<file path="src/rtl/regfile_wb_arbiter_if.sv">
// Write-back bus between the ALU/LSU requesters, the issue stage and the
// register-file arbiter. The arbiter uses the slave modport.
interface regfile_wb_arbiter_if #(
  parameter int NREG = 32,
  parameter int AW   = 5,
  parameter int DW   = 32
);
  logic            alu_valid;
  logic [AW-1:0]   alu_rd;
  logic [DW-1:0]   alu_data;
  logic            alu_ready;
  logic            lsu_valid;
  logic [AW-1:0]   lsu_rd;
  logic [DW-1:0]   lsu_data;
  logic            lsu_ready;
  logic            issue_valid;
  logic [AW-1:0]   issue_rd;
  logic            rf_write_en;
  logic [AW-1:0]   rf_reg_dest;
  logic [DW-1:0]   rf_write_back;
  logic [NREG-1:0] busy;

  modport master (
    output alu_valid, alu_rd, alu_data, lsu_valid, lsu_rd, lsu_data,
           issue_valid, issue_rd,
    input  alu_ready, lsu_ready, rf_write_en, rf_reg_dest, rf_write_back, busy
  );

  modport slave (
    input  alu_valid, alu_rd, alu_data, lsu_valid, lsu_rd, lsu_data,
           issue_valid, issue_rd,
    output alu_ready, lsu_ready, rf_write_en, rf_reg_dest, rf_write_back, busy
  );
endinterface

</file>
<file path="src/rtl/regfile_wb_arbiter.sv">
// Round-robin arbiter for the single register-file write port (ALU vs LSU)
// with a per-register pending-write busy scoreboard for RAW stalls.
module regfile_wb_arbiter #(
  parameter int NREG = 32,
  parameter int AW   = 5,
  parameter int DW   = 32
) (
  input  logic                clk,
  input  logic                rst,
  regfile_wb_arbiter_if.slave bus
);

  typedef enum logic {
    PRIO_ALU = 1'b0,
    PRIO_LSU = 1'b1
  } prio_e;

  prio_e           prio_q, prio_d;
  logic            wen_q, wen_d;
  logic [AW-1:0]   dest_q, dest_d;
  logic [DW-1:0]   data_q, data_d;
  logic [NREG-1:0] busy_q, busy_d;

  logic alu_req, lsu_req, alu_x0, lsu_x0;
  logic grant_alu, grant_lsu;

  // x0 requests never compete: they are acknowledged and silently dropped.
  assign alu_x0  = bus.alu_valid && (bus.alu_rd == '0);
  assign lsu_x0  = bus.lsu_valid && (bus.lsu_rd == '0);
  assign alu_req = bus.alu_valid && (bus.alu_rd != '0);
  assign lsu_req = bus.lsu_valid && (bus.lsu_rd != '0);

  assign grant_alu = !rst && alu_req && (!lsu_req || prio_q == PRIO_ALU);
  assign grant_lsu = !rst && lsu_req && (!alu_req || prio_q == PRIO_LSU);

  assign bus.alu_ready = !rst && (alu_x0 || grant_alu);
  assign bus.lsu_ready = !rst && (lsu_x0 || grant_lsu);

  always_comb begin
    // NOTE: every output of this block gets a default first, so no path
    // through the ifs leaves a variable unassigned and no latch is inferred.
    prio_d = prio_q;
    wen_d  = 1'b0;
    dest_d = dest_q;
    data_d = data_q;
    if (grant_alu) begin
      prio_d = PRIO_LSU;
      wen_d  = 1'b1;
      dest_d = bus.alu_rd;
      data_d = bus.alu_data;
    end else if (grant_lsu) begin
      prio_d = PRIO_ALU;
      wen_d  = 1'b1;
      dest_d = bus.lsu_rd;
      data_d = bus.lsu_data;
    end

    // Clear on commit first, then set, so a newer in-flight writer wins.
    busy_d = busy_q;
    if (wen_q) busy_d[dest_q] = 1'b0;
    if (bus.issue_valid && bus.issue_rd != '0) busy_d[bus.issue_rd] = 1'b1;
    busy_d[0] = 1'b0;
  end

  always_ff @(posedge clk) begin
    // NOTE: non-blocking assignments keep every flop sampling pre-edge
    // values regardless of statement order.
    if (rst) begin
      prio_q <= PRIO_ALU;
      wen_q  <= 1'b0;
      dest_q <= '0;
      data_q <= '0;
      busy_q <= '0;
    end else begin
      prio_q <= prio_d;
      wen_q  <= wen_d;
      dest_q <= dest_d;
      data_q <= data_d;
      busy_q <= busy_d;
    end
  end

  assign bus.rf_write_en   = wen_q;
  assign bus.rf_reg_dest   = dest_q;
  assign bus.rf_write_back = data_q;
  assign bus.busy          = busy_q;

endmodule
</file>
<file path="src/flat_wrapper.sv">
// flat-port wrapper written by rule: the top's interface ports become plain ports
module regfile_wb_arbiter_flat 
#(
  parameter int NREG = 32,
  parameter int AW   = 5,
  parameter int DW   = 32
)
  (clk, rst, bus_alu_valid, bus_alu_rd, bus_alu_data, bus_lsu_valid, bus_lsu_rd, bus_lsu_data, bus_issue_valid, bus_issue_rd, bus_alu_ready, bus_lsu_ready, bus_rf_write_en, bus_rf_reg_dest, bus_rf_write_back, bus_busy);
  regfile_wb_arbiter_if #(.NREG(NREG), .AW(AW), .DW(DW)) bus_i ();
  input  logic clk;
  input  logic rst;
  input wire logic [$bits(bus_i.alu_valid)-1:0] bus_alu_valid;
  input wire logic [$bits(bus_i.alu_rd)-1:0] bus_alu_rd;
  input wire logic [$bits(bus_i.alu_data)-1:0] bus_alu_data;
  input wire logic [$bits(bus_i.lsu_valid)-1:0] bus_lsu_valid;
  input wire logic [$bits(bus_i.lsu_rd)-1:0] bus_lsu_rd;
  input wire logic [$bits(bus_i.lsu_data)-1:0] bus_lsu_data;
  input wire logic [$bits(bus_i.issue_valid)-1:0] bus_issue_valid;
  input wire logic [$bits(bus_i.issue_rd)-1:0] bus_issue_rd;
  output wire logic [$bits(bus_i.alu_ready)-1:0] bus_alu_ready;
  output wire logic [$bits(bus_i.lsu_ready)-1:0] bus_lsu_ready;
  output wire logic [$bits(bus_i.rf_write_en)-1:0] bus_rf_write_en;
  output wire logic [$bits(bus_i.rf_reg_dest)-1:0] bus_rf_reg_dest;
  output wire logic [$bits(bus_i.rf_write_back)-1:0] bus_rf_write_back;
  output wire logic [$bits(bus_i.busy)-1:0] bus_busy;
  assign bus_i.alu_valid = bus_alu_valid;
  assign bus_i.alu_rd = bus_alu_rd;
  assign bus_i.alu_data = bus_alu_data;
  assign bus_i.lsu_valid = bus_lsu_valid;
  assign bus_i.lsu_rd = bus_lsu_rd;
  assign bus_i.lsu_data = bus_lsu_data;
  assign bus_i.issue_valid = bus_issue_valid;
  assign bus_i.issue_rd = bus_issue_rd;
  assign bus_alu_ready = bus_i.alu_ready;
  assign bus_lsu_ready = bus_i.lsu_ready;
  assign bus_rf_write_en = bus_i.rf_write_en;
  assign bus_rf_reg_dest = bus_i.rf_reg_dest;
  assign bus_rf_write_back = bus_i.rf_write_back;
  assign bus_busy = bus_i.busy;
  regfile_wb_arbiter #(.NREG(NREG), .AW(AW), .DW(DW)) u_core (.clk(clk), .rst(rst), .bus(bus_i));
endmodule
</file>
<file path="config.mk">
export PLATFORM = sky130hd
export DESIGN_NAME = regfile_wb_arbiter_flat
export DESIGN_NICKNAME = d
export VERILOG_FILES = /design/src/rtl/regfile_wb_arbiter_if.sv /design/src/rtl/regfile_wb_arbiter.sv /design/src/flat_wrapper.sv
export SDC_FILE = /design/constraint.sdc
export NUM_CORES = 1
export LEC_CHECK = 0
export BUFFER_PORTS_ARGS = -buffer_cell sky130_fd_sc_hd__buf_2
export CORE_MARGIN = 2
export CORE_UTILIZATION = 25
export CTS_CLUSTER_DIAMETER = 50
export DETAILED_ROUTE_END_ITERATION = 8
export SYNTH_ARGS = -nofsm -noshare
export SYNTH_HDL_FRONTEND = slang
export SYNTH_SLANG_ARGS = --single-unit
</file>
<file path="constraint.sdc">
create_clock -name clk -period 1.9 [get_ports clk]
set_input_delay 0.095 -clock clk [delete_from_list [all_inputs] [get_ports clk]]
set_output_delay 0.095 -clock clk [all_outputs]
set_load 0.05 [all_outputs]
</file>
* After elaboration in Yosys (flattened, before gate mapping) *
Index checks and enable logic that the tools add are counted.
W data, S select, Z words.

word-level totals
  flip-flop bits (word level) = 71
  input bits = 84
  output and inout port bits = 72
  logic and storage cells = 54

operators by class
  magnitude comparators = 4
  mux-type cells = 14
  bitwise logic cells = 4
  reduce and logical (&&, ||, !) cells = 26

operators with widths
  cell                  number
  $mux W32              4
  $and A32 B32 Y32      1
  $not A32 Y32          1
  $or A32 B32 Y32       1
  $reduce_bool A5 Y1    3
  $logic_and A1 B1 Y1   13
  $lt A5 B6 Y1 const B  2
  $demux W1 S5          2
  $ge A5 B1 Y1 const B  2
  $logic_not A5 Y1      2
  $mux W5               2
  $mux W1               6
  $logic_or A1 B1 Y1    4
  $logic_not A1 Y1      3
  $reduce_bool A2 Y1    1
  $not A1 Y1            1

* Longest topological paths before layout *
  depth after elaboration = 9
  gate-level depth with buffers = 7
  depth with buffers taken out = 4

* Least setup slack after synthesis *
OpenSTA, ideal clock, no wires.

  kind = input port to output port
  start = in bus_alu_rd[0]
  end = out bus_lsu_ready
  arrival = 2044 ps
  required time = 1805 ps
  setup slack = -239 ps
  stages on the path = 6
  path buffers = 3
  path through = or4_1 buf_4 o21a_1 buf_2 buf_6 a21oi_1

on the way
  word-level cells in the longest chain between the ends = 7

ends and longest elaborated chain
  item                 RTL line                  text
  start, declared      flat_wrapper.sv:13        input wire logic [$bits(bus_i.alu_rd)-1:0] bus_alu_rd;
  $reduce_bool A5 Y1   regfile_wb_arbiter.sv:30  assign alu_req = bus.alu_valid && (bus.alu_rd != '0);
  $logic_and A1 B1 Y1  regfile_wb_arbiter.sv:30
  $logic_not A1 Y1     regfile_wb_arbiter.sv:34  assign grant_lsu = !rst && lsu_req && (!alu_req || prio_q == PRIO_LSU);
  $logic_or A1 B1 Y1   regfile_wb_arbiter.sv:34
  $logic_and A1 B1 Y1  regfile_wb_arbiter.sv:34
  $logic_or A1 B1 Y1   regfile_wb_arbiter.sv:37  assign bus.lsu_ready = !rst && (lsu_x0 || grant_lsu);
  $logic_and A1 B1 Y1  regfile_wb_arbiter.sv:37
  end, declared        flat_wrapper.sv:21        output wire logic [$bits(bus_i.lsu_ready)-1:0] bus_lsu_ready;

Every way passes these cells.

* Worst setup path in the final report *
  start = in bus_lsu_rd[1]
  end = out bus_alu_ready

on the way
  word-level cells in the longest chain between the ends = 7

ends and longest elaborated chain
  item                 RTL line                  text
  start, declared      flat_wrapper.sv:16        input wire logic [$bits(bus_i.lsu_rd)-1:0] bus_lsu_rd;
  $reduce_bool A5 Y1   regfile_wb_arbiter.sv:31  assign lsu_req = bus.lsu_valid && (bus.lsu_rd != '0);
  $logic_and A1 B1 Y1  regfile_wb_arbiter.sv:31
  $logic_not A1 Y1     regfile_wb_arbiter.sv:33  assign grant_alu = !rst && alu_req && (!lsu_req || prio_q == PRIO_ALU);
  $logic_or A1 B1 Y1   regfile_wb_arbiter.sv:33
  $logic_and A1 B1 Y1  regfile_wb_arbiter.sv:33
  $logic_or A1 B1 Y1   regfile_wb_arbiter.sv:36  assign bus.alu_ready = !rst && (alu_x0 || grant_alu);
  $logic_and A1 B1 Y1  regfile_wb_arbiter.sv:36
  end, declared        flat_wrapper.sv:20        output wire logic [$bits(bus_i.alu_ready)-1:0] bus_alu_ready;

Every way passes these cells.

==> results.yml <==
worst_setup_path:
  cp_data_required_time_ns: 1.80
  worst_ep_arrival_time_ns: 1.66
  cp_max_fo: 6
  path_class: "primary input to output port"
  startpoint_type: "primary input"
  end_kind: "output port"
clock_network:
  cts_sinks: 70
  cts_tree: "done"
  ctsLongestPathBuffers: 2
  path_clk_slew_ns: 0.06
  ctsHoldBuffers: 0
  ctsResizeCount: 0
  clock_latency_ns: 0.34
  cts_setup_buffers: 0
  root_buffer: "clkbuf_16"
  numCtsBuffers: 9
  cts.htree.levels: 3
sta:
  slew_viol_final: 0
  tightest_slew_ns: 1.17
  max-slew-margin-rel_pct: 21.6
  min_period_ns: 1.76
  setup_tns_ns: 0
  max_freq_mhz: 569
  fin_skew_ns: 0.00956
  report.final.hold_viol_count: 0
  rsz0062_at_grt: "no"
  setup_viol: 0
  finalCritPeriodShare_pct: 92.5
status:
  status: "completed"
final_layout:
  fin_area_sq_mm: 0.00524
  final_cell_mix: "154 x buf_2, 70 x dfxtp_1, 67 x o21ai_0"
  final_util_pct: 34.9
  nets: 674
  drive_above_1_share_pct: 41.6
  area_growth_pct: 37.8
  mostFrequentLayoutCell: "buf_2"
  fillers: 1592
die:
  core_area_sq_mm: 0.0150
  initial_core_util_pct: 25.3
  pin_count: 156
  die_x_um: 127
  fp.dieArea_sq_mm: 0.0162
  num_rows: 45
  die_h_um: 127
global_routing:
  antenna_found_initial: 2
  grt_pass1_vias: 3867
  grt_util_all_layers_pct: 16.4
  grt_max_degree: 71
  overflow: 0
  grt_first_pass_wirelength_mm: 21.1
logic_synthesis:
  synth_cell_type_count: 36
  ys_seq_elements: 70
  synth_nets: 528
  synth_top_cell_by_area: "dfxtp_1"
  netlist.area_leader.share_pct: 36.8
  syn_avg_cell_area_sq_um: 8.57
  synth_cells: 444
  yosys_warnings: 0
  ys_seq_area_share_pct: 36.8
  syn_area_sq_mm: 0.00380
  yosys-top-cells-area: "dfxtp_1 37%, a211oi_2 9.9%, o21ai_0 8.8%"
routing:
  drtIter0Drc: 269
  dr.pass1.iters: 4
  wl_mm: 13.4
  ant_nets: 0
  viasPerCell: 5.20
  drt-wirelength-per-cell_um: 17.0
  num_vias: 4077
  drc: 0
pwr:
  power_density_mw_per_mm2: 857
  power_leakage_uw: 0.00212
  ir_drop_v: 0.000377
placed_design:
  dp_hpwl_mm: 9.68
  postPlaceCellArea_sq_mm: 0.00491
  place.gp.congestion: 0.819
  port-buffer-count: 154
hold_path:
  hp-class: "primary input to flop"
run:
  cap_violations: 0
==> final timing paths <==
kind                           start                      endpoint  slack, ns  cells past startpoint
setup / recovery       bus_lsu_rd[1]                 bus_alu_ready       0.14                      6
hold / removal      bus_lsu_data[12]  u_core.bus.rf_write_back[12]       0.04                      3
setup reg to reg       u_core.prio_q     u_core.bus.rf_reg_dest[0]       0.30                      5
hold reg to reg   u_core.bus.busy[5]            u_core.bus.busy[5]       0.47                      2
==> cells by family after synthesis <==
logic type | Yosys count | synth area share [%]
compound gates | 211 | 41.2
buf+inv | 48 | 5.79
flops | 70 | 36.8
mux | 1 | 0.263
other cells | 1 | 0.0986
simple gates | 113 | 15.8
==> stage by stage <==
stage	std cells	power, uW	hold WS, ns	setup WS [ns]
finish	784	4490	0.0399	0.143
global route	782	4670	0.0485	0.0973
CTS	782	4540	0.0269	0.148
detailed placement	767	2670	0.399	0.0564
global placement	767	2670	0.384	0.0785
floorplan	444	2330	0.262	0.0348
==> power breakdown <==
group          internal, uW  switching (uW)  total [uW]
Combinational           344             684        1030
Sequential             1550            58.6        1610
Clock                  1180             676        1860
Total                  3070            1420        4490
==> worst max-delay path, cell delays in order <==
cell     delay, ns
buf_2         0.10
buf_4         0.13
or3_1         0.44
o31ai_2       0.41
o21a_1        0.21
buf_2         0.26
==> area by class of cell <==
type / instances / area [sq um] / share of cell area, %
multi-input cells: 326 / 2200 / 42.0
repair buffers: 183 / 1080 / 20.5
flip-flops and latches: 70 / 1400 / 26.7
well taps: 188 / 235 / 4.49
clock buffers: 10 / 239 / 4.56
clock inverters: 5 / 83.8 / 1.60
diodes: 2 / 5.00 / 0.0955
==> routing by layer <==
metal | up-vias | GRT usage [%] | wire (um)
li1 | 1987 | - | -
met1 | 1909 | 20.5 | 5840
met2 | 167 | 26.7 | 6280
met3 | 14 | 5.19 | 1080
met4 | 0 | 5.37 | 167
met5 | - | 0 | 0
==> registers in the layout (all words and copies together) (netlist names) <==
register                  flops
u_core.bus.rf_write_back     32
u_core.bus.busy              31
u_core.bus.rf_reg_dest        5
u_core.bus.rf_write_en        1
u_core.prio_q                 1
==> cells in the mapped netlist <==
cell type  count
nor2_1         9
buf_4          5
or4_1          1
a21boi_2       2
o211ai_1      32
or3b_2         2
nor3_2         8
o21a_1         2
o21ai_1        1
a2bb2oi_1     32
a211oi_1       2
mux2i_1        1
or3_1          2
buf_2         11
nor3_1        31
and2_1         1
o31ai_4        1
buf_6          1
dfxtp_1       70
buf_1          4
and3b_1        1
a211oi_2      30
o21ai_0       67
nand2b_1       1
a21oi_1       34
nand2_1       38
o31ai_2        1
nor3b_1        4
nor2b_4        1
nand3b_1       5
conb_1         1
a311oi_1       5
nand3_1        7
and3_1         2
clkbuf_1      27
o21ai_4        2
Note: power is estimated with default switching activity, not from simulation.
